==> src/rtl/mips_sb_pkg.sv <==
// Shared constants and types for the destination-register scoreboard.
// Address width, register count, the zero register and the in-flight total width.
package mips_sb_pkg;

    localparam int REG_ADDR_W = 5;
    localparam int NUM_REGS   = 32;
    localparam logic [REG_ADDR_W-1:0] ZERO_REG = 5'd0;
    localparam int TOTAL_W    = 7;

    typedef logic [REG_ADDR_W-1:0] reg_addr_t;

endpackage

==> src/rtl/sb_reg_counter.sv <==
// Saturating up/down in-flight write counter for one architectural register.
// Simultaneous increment and decrement hold the count; clear wins over both.
module sb_reg_counter #(
    parameter int CNT_W = 2
) (
    input  logic             clock,
    input  logic             reset,
    input  logic             clear,
    input  logic             inc,
    input  logic             dec,
    output logic [CNT_W-1:0] count,
    output logic [CNT_W-1:0] count_next
);

    localparam logic [CNT_W-1:0] CNT_ZERO = {CNT_W{1'b0}};
    localparam logic [CNT_W-1:0] CNT_MAX  = {CNT_W{1'b1}};
    localparam logic [CNT_W-1:0] CNT_ONE  = CNT_W'(1'b1);

    logic [CNT_W-1:0] count_r;
    logic [CNT_W-1:0] count_next_s;

    // Next count: clear, hold on coincident events, otherwise saturate at both ends.
    always_comb begin
        count_next_s = count_r;
        if (clear) begin
            count_next_s = CNT_ZERO;
        end else if (inc && dec) begin
            count_next_s = count_r;
        end else if (inc && (count_r != CNT_MAX)) begin
            count_next_s = count_r + CNT_ONE;
        end else if (dec && (count_r != CNT_ZERO)) begin
            count_next_s = count_r - CNT_ONE;
        end else begin
            count_next_s = count_r;
        end
    end

    // Count register.
    always_ff @(posedge clock) begin
        if (reset) begin
            count_r <= CNT_ZERO;
        end else begin
            count_r <= count_next_s;
        end
    end

    assign count      = count_r;
    assign count_next = count_next_s;

endmodule

==> src/rtl/dest_reg_scoreboard.sv <==
// Destination-register scoreboard: per-register in-flight write counters and decode stall.
// Optional SCOREBOARD_WB_BYPASS_EN lets a source whose last pending write retires this cycle issue.
module dest_reg_scoreboard
    import mips_sb_pkg::*;
#(
    parameter int CNT_W = 2
) (
    input  logic                  clock,
    input  logic                  reset,
    input  logic                  issue_valid,
    input  logic                  issue_writes,
    input  logic [REG_ADDR_W-1:0] issue_dest_addr,
    input  logic [REG_ADDR_W-1:0] src_a_addr,
    input  logic [REG_ADDR_W-1:0] src_b_addr,
    input  logic                  wb_valid,
    input  logic [REG_ADDR_W-1:0] wb_dest_addr,
    input  logic                  flush,
    output logic                  stall,
    output logic [NUM_REGS-1:0]   pending_mask,
    output logic [TOTAL_W-1:0]    inflight_total,
    output logic                  wb_underflow
);

    localparam logic [CNT_W-1:0] CNT_ZERO = {CNT_W{1'b0}};
    localparam logic [CNT_W-1:0] CNT_MAX  = {CNT_W{1'b1}};
    localparam logic [CNT_W-1:0] CNT_ONE  = CNT_W'(1'b1);

    logic [CNT_W-1:0]    cnt_s      [NUM_REGS];
    logic [CNT_W-1:0]    cnt_next_s [NUM_REGS];
    logic                src_a_busy_s;
    logic                src_b_busy_s;
    logic                dest_full_s;
    logic                issue_go_s;
    logic [TOTAL_W-1:0]  total_next_s;
    logic [TOTAL_W-1:0]  total_r;
    logic                underflow_r;
    logic [NUM_REGS-1:0] pending_s;

    assign cnt_s[0]      = CNT_ZERO;
    assign cnt_next_s[0] = CNT_ZERO;

    for (genvar g = 1; g < NUM_REGS; g++) begin : g_cnt
        sb_reg_counter #(.CNT_W(CNT_W)) u_cnt (
            .clock      (clock),
            .reset      (reset),
            .clear      (flush),
            .inc        (issue_go_s && (issue_dest_addr == REG_ADDR_W'(g))),
            .dec        (wb_valid && (wb_dest_addr == REG_ADDR_W'(g))),
            .count      (cnt_s[g]),
            .count_next (cnt_next_s[g])
        );
    end

    // Source hazards; with bypass, a final pending write retiring now does not block.
    always_comb begin
        src_a_busy_s = (cnt_s[src_a_addr] != CNT_ZERO);
        src_b_busy_s = (cnt_s[src_b_addr] != CNT_ZERO);
`ifdef SCOREBOARD_WB_BYPASS_EN
        if (wb_valid && (wb_dest_addr == src_a_addr) && (cnt_s[src_a_addr] == CNT_ONE)) begin
            src_a_busy_s = 1'b0;
        end else begin
            src_a_busy_s = (cnt_s[src_a_addr] != CNT_ZERO);
        end
        if (wb_valid && (wb_dest_addr == src_b_addr) && (cnt_s[src_b_addr] == CNT_ONE)) begin
            src_b_busy_s = 1'b0;
        end else begin
            src_b_busy_s = (cnt_s[src_b_addr] != CNT_ZERO);
        end
`endif
    end

    // Saturation at the destination is enforced inside each counter so that a
    // coincident write-back to a full register still holds its count.
    assign dest_full_s = issue_writes && (cnt_s[issue_dest_addr] == CNT_MAX);
    assign stall       = issue_valid && (src_a_busy_s || src_b_busy_s || dest_full_s);
    assign issue_go_s  = issue_valid && issue_writes && !src_a_busy_s && !src_b_busy_s
                         && !flush && (issue_dest_addr != ZERO_REG);

    // Sum of post-edge counts, so the registered total tracks the counters exactly.
    always_comb begin
        total_next_s = 7'd0;
        for (int i = 0; i < NUM_REGS; i++) begin
            total_next_s = total_next_s + TOTAL_W'(cnt_next_s[i]);
        end
    end

    // Per-register pending flags; register 0 is never tracked.
    always_comb begin
        pending_s = {NUM_REGS{1'b0}};
        for (int i = 1; i < NUM_REGS; i++) begin
            pending_s[i] = (cnt_s[i] != CNT_ZERO);
        end
    end

    // In-flight total register.
    always_ff @(posedge clock) begin
        if (reset) begin
            total_r <= 7'd0;
        end else begin
            total_r <= total_next_s;
        end
    end

    // Sticky underflow flag; flush does not clear it.
    always_ff @(posedge clock) begin
        if (reset) begin
            underflow_r <= 1'b0;
        end else if (wb_valid && (wb_dest_addr != ZERO_REG) && (cnt_s[wb_dest_addr] == CNT_ZERO)) begin
            underflow_r <= 1'b1;
        end else begin
            underflow_r <= underflow_r;
        end
    end

    assign pending_mask   = pending_s;
    assign inflight_total = total_r;
    assign wb_underflow   = underflow_r;

endmodule

==> config.mk <==
export PLATFORM = sky130hd
export DESIGN_NAME = dest_reg_scoreboard
export DESIGN_NICKNAME = d
export VERILOG_FILES = /design/src/rtl/mips_sb_pkg.sv /design/src/rtl/sb_reg_counter.sv /design/src/rtl/dest_reg_scoreboard.sv
export SDC_FILE = /design/constraint.sdc
export NUM_CORES = 1
export LEC_CHECK = 0
export ABC_AREA = 1
export CAP_MARGIN = 20
export CORE_MARGIN = 2
export CORE_UTILIZATION = 50
export DETAILED_ROUTE_END_ITERATION = 8
export HOLD_SLACK_MARGIN = 0.05
export PLACE_DENSITY_LB_ADDON = 0.05
export SLEW_MARGIN = 15
export SYNTH_ARGS = -nofsm -noshare
export SYNTH_HDL_FRONTEND = slang
export SYNTH_SLANG_ARGS = --single-unit
export TNS_END_PERCENT = 10
==> constraint.sdc <==
create_clock -name clock -period 8.5 [get_ports clock]
set_input_delay 2.125 -clock clock [delete_from_list [all_inputs] [get_ports clock]]
set_output_delay 2.125 -clock clock [all_outputs]
set_load 0.005 [all_outputs]
======== Word-level counts from Yosys, hierarchy flattened ========
Cells that the tools add are included.
word-level totals
  bits in registers ....................... 70
  bits of input ports ..................... 26
  output and inout port bits .............. 41
cells by class
  add/subtract/negate cells ............... 92
  order comparisons ....................... 4
  eq/ne operators ......................... 94
  mux-type cells .......................... 136
  bitwise gates (word level) .............. 4
  reductions and logical operators ........ 205
operator list
  kind                   number
  $mux W2                132
  $add A7 B2 Y7          25
  $logic_and A1 B1 Y1    164
  $eq A5 B5 Y1 const B   32
  $eq A5 B4 Y1 const B   16
  $reduce_bool A2 Y1     33
  $add A2 B1 Y2 const B  31
  $ne A2 B2 Y1 const B   31
  $sub A2 B1 Y2 const B  31
  $bmux W2 S5            4
  $eq A5 B3 Y1 const B   8
  $ge A6 B6 Y1 const B   4
  $not A5 Y6             4
  $eq A5 B2 Y1 const B   4
  $eq A5 B1 Y1 const B   2
  $reduce_bool A5 Y1     2
  $add A6 B2 Y7          1
  $add A5 B2 Y6          1
  $add A4 B2 Y5          1
  $add A3 B2 Y4          1
  $add A2 B2 Y3          1
  $logic_not A1 Y1       3
  $eq A2 B2 Y1 const B   1
  $logic_not A2 Y1       1
  $logic_or A1 B1 Y1     2

======== Longest topological paths before layout ========
Gate-level depths: netlist of run 1.
  depth in word-level cells ............... 45
  depth in mapped cells ................... 39

======== Modules after synthesis ========
From an unflattened synthesis of run 1, not the netlist that was laid out.
unflattened totals
  cell total of the unflattened synthesis .. 1,774
  area total of the unflattened synthesis .. 10,246.1 um2
modules (own cells, without submodules)
  module               instances  cells each  area an instance (um2)
  sb_reg_counter       31         30          178.9
  dest_reg_scoreboard  1          844         4,699.5

======== Worst setup path after synthesis of run 1 ========
OpenSTA, ideal clock, no wires.
  kind .................................... in2reg
  from .................................... in src_a_addr[1]
  to ...................................... reg total_r[5], in the netlist inflight_total[5]
  setup time .............................. 80 ps
  arrival ................................. 8,352 ps
  setup slack ............................. 67 ps
  stages on the path ...................... 34
  path buffers ............................ 1
  cell sequence ........................... nor2_2 > inv_1 > nor2_1 > nor2_1 > nand2_1 > nand3_1 > nand3_1 > nand2_2 > nor2_4 > buf_12 > nand4_4 > o21ai_1 > nand2_1 > nand2_1 > inv_1 > fa_1 > inv_1 > fa_1 > fa_1 > inv_1 > fa_1 > fa_1 > fa_1 > inv_1 > fa_1 > inv_1 > ha_1 > fa_1 > nand2_1 > inv_1 > nor2_1 > nor2_1 > o21ai_0 > nor3b_1
RTL lines
  what                    RTL line                    source
  start: declaration      dest_reg_scoreboard.sv:13   input logic [REG_ADDR_W-1:0] src_a_addr,
  end signal: assignment  dest_reg_scoreboard.sv:100  total_r <= total_next_s;
  end: declaration        dest_reg_scoreboard.sv:35   logic [TOTAL_W-1:0] total_r;

======== Final worst setup path of run 1 ========
  from .................................... in issue_dest_addr[4]
  to ...................................... reg total_r[5], in the netlist inflight_total[5]
between the ends
  word-level cells in the longest chain between the ends .. 37
RTL lines
  what                         RTL line                   source
  start: declaration           dest_reg_scoreboard.sv:12  input logic [REG_ADDR_W-1:0] issue_dest_addr,
  $reduce_bool A5 Y1           dest_reg_scoreboard.sv:77  && !flush && (issue_dest_addr != ZERO_REG);
  $logic_and A1 B1 Y1          dest_reg_scoreboard.sv:77
  $logic_and A1 B1 Y1          dest_reg_scoreboard.sv:47  .inc (issue_go_s && (issue_dest_addr == REG_ADDR_W'(g))),
  $logic_and A1 B1 Y1          sb_reg_counter.sv:29       end else if (inc && (count_r != CNT_MAX)) begin
  $mux W2                      sb_reg_counter.sv:29
  $mux W2                      sb_reg_counter.sv:27       end else if (inc && dec) begin
  $mux W2                      sb_reg_counter.sv:25       if (clear) begin
  $add A2 B2 Y3                dest_reg_scoreboard.sv:83  total_next_s = total_next_s + TOTAL_W'(cnt_next_s[i]);
  $add A3 B2 Y4                dest_reg_scoreboard.sv:83
  $add A4 B2 Y5                dest_reg_scoreboard.sv:83
  $add A5 B2 Y6                dest_reg_scoreboard.sv:83
  $add A6 B2 Y7                dest_reg_scoreboard.sv:83
  $add A7 B2 Y7 (24 in a row)  dest_reg_scoreboard.sv:83
  $add A7 B2 Y7 *              dest_reg_scoreboard.sv:83
Every way passes the cells marked *; elsewhere a longest branch is shown, timed or not.
A chain may end at the register's enable or synchronous reset.

==> results.sh, run 1 <==
export IMPL_outcome="complete, but fails checks"
export IMPL_violations="setup timing"
export IMPL_synth_ff_type="dfxtp_1"
export IMPL_syn_area_um2=10240
export IMPL_finalSetupViolCount=2
export IMPL_pin_count=67
export IMPL_clk_latency_ps=360
export IMPL_clock_path_buffers=2
export IMPL_cts_sinks=70
export IMPL_ctsHoldBuffers=0
export IMPL_startpoint_type="input pin"
export IMPL_power_switching_mw=0.3099
export IMPL_cts_buffers=9
export IMPL_nets=2076
export IMPL_synth_seq_area_share_pct=13.68
export IMPL_synth_edf_count=0
export IMPL_grtUsageMet1_pct=45.90
export IMPL_fill_cells=1870
export IMPL_synth_avg_cell_area_um2=6.362
export IMPL_fin_setup_tns_ps=-117.9
export IMPL_cpMostUsedCell="fa_1"
export IMPL_met3_usage_pct=6.429
export IMPL_end_kind="flip-flop"
export IMPL_routed_wirelength_um=38540
export IMPL_gp_congestion=1.001
export IMPL_dr_pass1_iters=6
export IMPL_worstHoldEndpoint="wb_underflow$_SDFFE_PP0P_"
export IMPL_grt_max_degree=71
export IMPL_drc_errors=0
export IMPL_vias=11640
export IMPL_startpoint="issue_dest_addr[4]"
export IMPL_cts_max_level=3
export IMPL_fin_cells=2196
export IMPL_ant_nets=0
export IMPL_max_freq_mhz=116.6
export IMPL_synth_cells=1610
export IMPL_antennaDiodeCount=0
export IMPL_r2r_cells=35
export IMPL_internal_power_mw=0.6930
export IMPL_max_cap_violations=0
export IMPL_seqCellArea_um2=1401
export IMPL_cts_tree="built"
export IMPL_total_leakage_power_nw=7.271
export IMPL_crit_fanout=9
export IMPL_async_flop_share_pct=0
export IMPL_period_share_pct=100.9
export IMPL_rrSetupSlack_ps=990
export IMPL_area_growth_pct=36.00
export IMPL_yosys_warnings=0
export IMPL_r2r_end="inflight_total[5]$_SDFF_PP0_"
export IMPL_core_area_um2=20170
export IMPL_rr_startpoint="g_cnt[16].u_cnt.count[0]$_SDFF_PP0_"
export IMPL_dieHeight_um=147.1
export IMPL_power_density_nw_per_um2=71.99
export IMPL_top_usage_layer="met2"
export IMPL_final_max_slew_viol_count=0
export IMPL_clk_pin_slew_worst_paths_ps=60
export IMPL_place_area_um2=12870
export IMPL_worst_slew_pin_slew_ps=941.2
export IMPL_power_frac_seq_pct=32.8
export IMPL_met2_usage_pct=57.71
export IMPL_die_x_um=147.1
export IMPL_first_global_vias=11160
export IMPL_arrival_ps=8860
export IMPL_slowest_stage="fa_2"
export IMPL_hold_path_class="reg -> reg"
export IMPL_p_sw_share_pct=30.90
export IMPL_port_buffers=65
export IMPL_layout_drive_gt1_share_pct=24.25
export IMPL_timing_final_ws_setup_ps=-80.03
export IMPL_dp_cells=2148
export IMPL_clockRootBuffer="clkbuf_16"
export IMPL_rsz0062_at_grt="true"
export IMPL_synth_seq_cells=70
export IMPL_routedWlPerCell_um=17.55
export IMPL_skew_ps=10.48
export IMPL_grt_pass1_wl_um=59720
export IMPL_slew_limit_headroom_pct=37.26
export IMPL_cp_slowest_stage_delay_ps=610
export IMPL_critPathKind="in -> reg"
export IMPL_required_ps=8780
export IMPL_viasPerCell=5.300
export IMPL_vdd_ir_drop_max_v=0.0001016
export IMPL_initial_utilization_pct=50.79
export IMPL_die_area_um2=21650
export IMPL_hold_violations=0
export IMPL_dp_hpwl_um=30520
export IMPL_synth_cell_types=41
export IMPL_grtUsageTotal_pct=35.77
export IMPL_fin_area_um2=13930
export IMPL_drt_initial_drc_count=921
export IMPL_min_from="wb_underflow$_SDFFE_PP0P_"
export IMPL_power_share_clock_pct=43.8
export IMPL_hold_depth=2
export IMPL_pwr_share_comb_pct=23.4
export IMPL_grt_ovfl_total=0
export IMPL_antenna_found_initial=0
export IMPL_period_minus_slack_ps=8580
export IMPL_syn_nets=1765
export IMPL_rows=52
export IMPL_multi_input_area_um2=7719
cell usage after synthesis (15+ instances only):
cell	n	share of area, %
a21oi_1	39	1.9
dfxtp_1	70	14
fa_1	57	11
ha_1	72	8.8
inv_1	325	12
nand2_1	374	14
nand3_1	126	6.2
nand3_2	23	2.2
nand4_1	37	2.3
nand4_4	20	4.2
nor2_1	252	9.2
o21ai_0	37	1.8
o21ai_1	15	0.73
o22ai_1	33	2.0
xor2_1	30	2.6
critical path: cells and delay by family:
family,cells,cell delay (ps)
buffers and inverters,11,1400
and+or+nand+nor,9,900
AOI/OAI and AO/OA,2,170
adders and majority gates,9,4260
through the flow:
stage               setup WS, ps  hold WS (ps)  power, mW  utilization, %
floorplan                  67.47         460.4     0.4401               -
global placement           -1053         475.8     0.5318           63.80
detailed placement         -1185         477.1     0.5325           63.80
CTS                       -53.47         494.8     0.9981           67.89
global route              -340.3         545.4      1.029           69.07
finish                    -80.03         501.8      1.003           69.07
cells by family (layout without fill, tap and decap cells):
group	count (synthesis)	in the layout	share of synthesized area, %
AND/OR/NAND/NOR	871	872	41.44
flip-flops	70	70	13.68
buffers and inverters	368	683	14.52
other	1	1	0.03661
adder cells (fa/ha/maj)	129	129	19.93
XOR/XNOR	30	30	2.565
AO/OA/AOI/OAI	141	141	7.817
cell type report:
| type | count | area share (%) |
|---|---|---|
| clock inverter | 5 | 0.5838 |
| multi-input combinational | 1173 | 55.41 |
| inverter | 335 | 9.080 |
| timing repair buffer | 332 | 20.70 |
| sequential | 70 | 10.06 |
| tap | 270 | 2.425 |
| clock buffer | 11 | 1.742 |
layer usage:
| layer | vias to the layer above | wire (um) |
|---|---|---|
| met5 | - | 0 |
| met3 | 123 | 3426 |
| met4 | 0 | 2366 |
| li1 | 5650 | - |
| met2 | 521 | 17220 |
| met1 | 5345 | 15530 |
state kept, by name, indices dropped and copies added, names as in the netlist:
signal             count
g_cnt.u_cnt.count     62
inflight_total         7
wb_underflow           1
power by group through the flow:
stage               clock [mW]  sequential [mW]  combinational (mW)
floorplan                    0            0.337               0.103
CTS                      0.443            0.329               0.226
global route             0.452            0.329               0.248
global placement             0            0.337               0.195
finish                   0.439            0.329               0.235
detailed placement           0            0.337               0.196
layout by cell type (no fill, tap or decap), types with 26 or more instances in the layout:
| cell type | instances |
|---|---|
| nand2_2 | 26 |
| buf_4 | 240 |
| xor2_1 | 30 |
| fa_1 | 48 |
| a21oi_1 | 38 |
| nand3_1 | 112 |
| o22ai_1 | 33 |
| o21ai_0 | 33 |
| clkdlybuf4s50_1 | 46 |
| nand2_1 | 353 |
| inv_1 | 309 |
| nor2_1 | 229 |
| nand3_2 | 37 |
| nand4_1 | 37 |
| ha_1 | 71 |
| dfxtp_1 | 70 |
worst max-delay path by stage:
stage	end	slack [ps]	cells past startpoint
2_1_floorplan	inflight_total[5]$_SDFF_PP0_	70	34
3_3_place_gp	inflight_total[5]$_SDFF_PP0_	-1050	35
3_5_place_dp	inflight_total[5]$_SDFF_PP0_	-1180	35
4_1_cts	inflight_total[5]$_SDFF_PP0_	-50	37
5_1_grt	inflight_total[5]$_SDFF_PP0_	-340	30
6_report	inflight_total[5]$_SDFF_PP0_	-80	31
what timing repair did:
| item | CTS | global route |
|---|---|---|
| gates cloned | 3 | 0 |
| gates resized for setup | 126 | 72 |
| pin swaps | 41 | 53 |
| setup buffers | 21 | 11 |
| endpoints found under the setup margin | 6 | 5 |
Power figures use the tool's default switching activity.
==> inputs of run 2 (changes only) <==
- CORE_UTILIZATION: 50 -> 56
==> results.sh, run 2 (synthesis results as in run 1) <==
export IMPL_outcome="complete, but fails checks"
export IMPL_violations="setup timing"
export IMPL_worst_slew_pin_slew_ps=981.1
export IMPL_arrival_ps=8970
export IMPL_rows=49
export IMPL_grtUsageMet1_pct=50.24
export IMPL_nets=2067
export IMPL_final_common_cell="nand2_1"
export IMPL_cts_buffers=9
export IMPL_core_area_um2=17960
export IMPL_routed_wirelength_um=38610
export IMPL_startpoint_type="input pin"
export IMPL_final_max_slew_viol_count=0
export IMPL_cts_sinks=70
export IMPL_cp_slowest_stage_delay_ps=580
export IMPL_cp_num_cells=32
export IMPL_ant_nets=0
export IMPL_die_area_um2=19390
export IMPL_slew_limit_headroom_pct=34.59
export IMPL_layout_drive_gt1_share_pct=22.33
export IMPL_dieHeight_um=139.3
export IMPL_startpoint="issue_valid"
export IMPL_crit_family="adder cells"
export IMPL_area_growth_pct=32.78
export IMPL_pin_count=67
export IMPL_r2r_cells=36
export IMPL_crit_buf_inv=12
export IMPL_die_x_um=139.3
export IMPL_grt_ovfl_total=0
export IMPL_rsz0062_at_grt="true"
export IMPL_drt_initial_drc_count=1428
export IMPL_required_ps=8700
export IMPL_critPathKind="in -> reg"
export IMPL_max_cap_violations=0
export IMPL_grt_max_degree=71
export IMPL_clock_path_buffers=2
export IMPL_vias=11980
export IMPL_layout_common_cells="nand2_1 (363), inv_1 (313), buf_4 (240)"
export IMPL_routedWlPerCell_um=17.99
export IMPL_rr_startpoint="g_cnt[18].u_cnt.count[0]$_SDFF_PP0_"
export IMPL_grt_pass1_wl_um=59660
export IMPL_dr_pass1_iters=6
export IMPL_grtUsageTotal_pct=39.18
export IMPL_clk_latency_ps=350
export IMPL_drc_errors=0
export IMPL_viasPerCell=5.582
export IMPL_crit_fanout=9
export IMPL_gp_congestion=1.095
export IMPL_fin_util_pct=75.72
export IMPL_largest_reg_flops=62
export IMPL_cts_tree="built"
export IMPL_skew_ps=7.132
export IMPL_power_density_nw_per_um2=73.63
export IMPL_end_kind="flip-flop"
export IMPL_vdd_ir_drop_max_v=0.00009911
export IMPL_finalSetupViolCount=3
export IMPL_antennaDiodeCount=0
export IMPL_hold_violations=0
export IMPL_clk_pin_slew_worst_paths_ps=70
export IMPL_fin_area_um2=13600
export IMPL_min_from="wb_underflow$_SDFFE_PP0P_"
export IMPL_slowest_stage="fa_1"
export IMPL_period_minus_slack_ps=8774
export IMPL_period_share_pct=103.2
export IMPL_top_usage_layer="met2"
export IMPL_ctsHoldBuffers=0
export IMPL_timing_final_ws_setup_ps=-274.2
export IMPL_fill_cells=1446
export IMPL_initial_utilization_pct=57.02
export IMPL_cts_max_level=3
export IMPL_multi_input_area_um2=7570
export IMPL_total_leakage_power_nw=7.199
export IMPL_cpMostUsedCell="fa_1"
export IMPL_met2_usage_pct=63.88
export IMPL_first_global_vias=11370
export IMPL_dp_hpwl_um=30000
export IMPL_hold_path_class="reg -> reg"
export IMPL_antenna_found_initial=0
export IMPL_max_freq_mhz=114.0
export IMPL_clockRootBuffer="clkbuf_16"
export IMPL_seqCellArea_um2=1401
export IMPL_place_area_um2=12850
export IMPL_port_buffers=65
export IMPL_met3_usage_pct=5.953
export IMPL_hold_depth=2
## run 2: worst paths after layout
check                                       to  slack, ps
setup reg to reg  inflight_total[5]$_SDFF_PP0_        890
setup / recovery  inflight_total[5]$_SDFF_PP0_       -270
hold / removal       wb_underflow$_SDFFE_PP0P_        480
hold reg to reg      wb_underflow$_SDFFE_PP0P_        480
## run 2: repair_timing
action                                  in CTS  in global routing
pin swaps                                   42                 29
endpoints found under the setup margin       6                  5
buffers inserted                            10                  6
gates cloned                                 1                  0
resized for setup                          107                 29
## run 2: metrics by stage
stage               setup TNS [ps]  worst slack, ps  total power, mW  std cells  hold slack [ps]
floorplan                        0            67.47           0.4401       1610            460.4
global placement             -4500            -1042           0.5286       2113            449.2
detailed placement           -5349            -1221           0.5289       2113            469.4
CTS                         -177.0           -82.74           0.9909       2140            490.3
global route                 -1472           -449.1            1.026       2146            545.5
finish                      -408.1           -274.2            1.002       2146            484.9
## run 2: layout make-up
| cell class | count | area share, % |
|---|---|---|
| Multi-Input combinational cell | 1173 | 55.65 |
| Clock buffer | 12 | 1.959 |
| Tap cell | 229 | 2.107 |
| Inverter | 335 | 9.245 |
| Timing Repair Buffer | 323 | 20.17 |
| Sequential cell | 70 | 10.30 |
| Clock inverter | 4 | 0.5611 |
## run 2: where the power goes
group,internal (mW),switching (mW)
logic,0.0873,0.131
clock network,0.283,0.171
registers,0.329,0.000578
total,0.699,0.303
## run 2: worst min-delay path, cell delays in order, from the launching register on
cell     delay, ps
dfxtp_1        340
a21oi_1         40
nor2_1          70
## run 2: metal layers
metal	vias up	share of wire (%)
met5	-	0
met1	5479	39
met4	0	6.3
li1	5627	-
met3	162	9.8
met2	712	45
==> inputs of run 3 (changes only) <==
- RECOVER_POWER: default -> 100
==> results.sh, run 3 (synthesis results as in run 1) <==
export IMPL_slowest_stage="fa_1"
export IMPL_ant_nets=0
export IMPL_drt_initial_drc_count=1476
export IMPL_period_minus_slack_ps=8766
export IMPL_clk_pin_slew_worst_paths_ps=70
export IMPL_violations="setup timing"
export IMPL_hold_violations=0
export IMPL_vdd_ir_drop_max_v=0.00009981
export IMPL_final_max_slew_viol_count=0
export IMPL_dr_pass1_iters=8
export IMPL_routed_wirelength_um=38710
export IMPL_antennaDiodeCount=0
export IMPL_fin_util_pct=75.72
export IMPL_layout_common_cells="nand2_1 (363), inv_1 (313), buf_4 (240)"
export IMPL_drc_errors=0
export IMPL_fin_cells=2146
export IMPL_arrival_ps=8970
export IMPL_finalSetupViolCount=3
export IMPL_cts_tree="built"
export IMPL_grt_max_degree=71
export IMPL_worst_slew_pin_slew_ps=978.4
export IMPL_period_share_pct=103.1
export IMPL_cts_sinks=70
export IMPL_vias=11990
export IMPL_dp_hpwl_um=30000
export IMPL_viasPerCell=5.585
export IMPL_grtUsageTotal_pct=39.18
export IMPL_max_freq_mhz=114.1
export IMPL_required_ps=8700
export IMPL_place_ws_ps=-1221
export IMPL_end_kind="flip-flop"
export IMPL_clockRootBuffer="clkbuf_16"
export IMPL_first_global_vias=11370
export IMPL_clock_path_buffers=2
export IMPL_pin_count=67
export IMPL_crit_fanout=9
export IMPL_rsz0062_at_grt="true"
export IMPL_slew_limit_headroom_pct=34.78
export IMPL_largest_reg_flops=62
export IMPL_timing_final_ws_setup_ps=-266.4
export IMPL_power_density_nw_per_um2=73.74
export IMPL_dieHeight_um=139.3
export IMPL_hold_path_class="reg -> reg"
export IMPL_gp_congestion=1.095
export IMPL_port_buffers=65
export IMPL_total_leakage_power_nw=7.322
export IMPL_area_growth_pct=32.78
export IMPL_cts_buffers=9
export IMPL_skew_ps=6.588
export IMPL_cts_max_level=3
export IMPL_nets=2067
export IMPL_ctsHoldBuffers=0
export IMPL_layout_drive_gt1_share_pct=22.33
export IMPL_max_cap_violations=0
export IMPL_rows=49
export IMPL_fill_cells=1446
export IMPL_grt_pass1_wl_um=59660
export IMPL_cpMostUsedCell="fa_1"
export IMPL_startpoint_type="input pin"
export IMPL_die_area_um2=19390
export IMPL_dp_cells=2113
export IMPL_outcome="complete, but fails checks"
export IMPL_final_common_cell="nand2_1"
export IMPL_core_area_um2=17960
export IMPL_critPathKind="in -> reg"
export IMPL_clk_latency_ps=350
export IMPL_cp_slowest_stage_delay_ps=580
export IMPL_routedWlPerCell_um=18.04
export IMPL_initial_utilization_pct=57.02
export IMPL_antenna_found_initial=0
export IMPL_grt_ovfl_total=0
export IMPL_die_x_um=139.3
-- run 3: cell count changes in the layout (fill, tap and decap cells not counted) --
cell             previous run  this run
clkdlybuf4s50_1            48        13
dlygate4sd3_1               0        35
-- run 3: critical path, delay by kind of cell --
kind / cells / cell delay [ps]
compound gates: 1 / 140
buf+inv: 12 / 1850
simple gates: 10 / 940
fa+ha+maj: 9 / 3900
-- run 3: routing by layer --
metal | routed length (um) | global-route usage (%)
met5 | 0 | 0
met4 | 2451 | 20.68
met3 | 3614 | 5.953
met2 | 17490 | 63.88
met1 | 15160 | 50.24
-- run 3: path summary, 6_finish.rpt --
check | startpoint | end | slack [ps] | depth (start not counted)
worst max-delay path | issue_valid | inflight_total[5]$_SDFF_PP0_ | -270 | 32
worst min-delay path | wb_underflow$_SDFFE_PP0P_ | wb_underflow$_SDFFE_PP0P_ | 480 | 2
worst max register to register | g_cnt[18].u_cnt.count[0]$_SDFF_PP0_ | inflight_total[5]$_SDFF_PP0_ | 860 | 36
worst min register to register | wb_underflow$_SDFFE_PP0P_ | wb_underflow$_SDFFE_PP0P_ | 480 | 2
-- run 3: where the power goes --
part / internal, mW / total, mW / switching [mW]
sequential: 0.329 / 0.329 / 0.000550
combinational: 0.0870 / 0.218 / 0.131
clock: 0.283 / 0.455 / 0.173
-- run 3: final cells by class --
type                            count  area [um2]  area share (%)
Sequential cell                    70        1401           10.30
Multi-Input combinational cell   1173        7570           55.65
Tap cell                          229       286.5           2.107
Timing Repair Buffer              323        2744           20.17
Inverter                          335        1257           9.245
Clock inverter                      4       76.32          0.5611
Clock buffer                       12       266.5           1.959
-- run 3: per-stage QoR --
stage               power, mW  setup TNS, ps  hold slack [ps]  area [um2]
CTS                    0.9909         -177.0            490.3       13470
global placement       0.5286          -4500            449.2       12850
floorplan              0.4401              0            460.4       10240
finish                  1.003         -391.8            481.3       13600
detailed placement     0.5289          -5349            469.4       12850
global route            1.026          -1472            540.0       13600
-- run 3: repair_timing --
action	4_1_cts	5_1_grt
resized for setup	107	29
pin swaps	42	29
endpoints found under the setup margin	6	5
buffers inserted	10	6
cloned	1	0
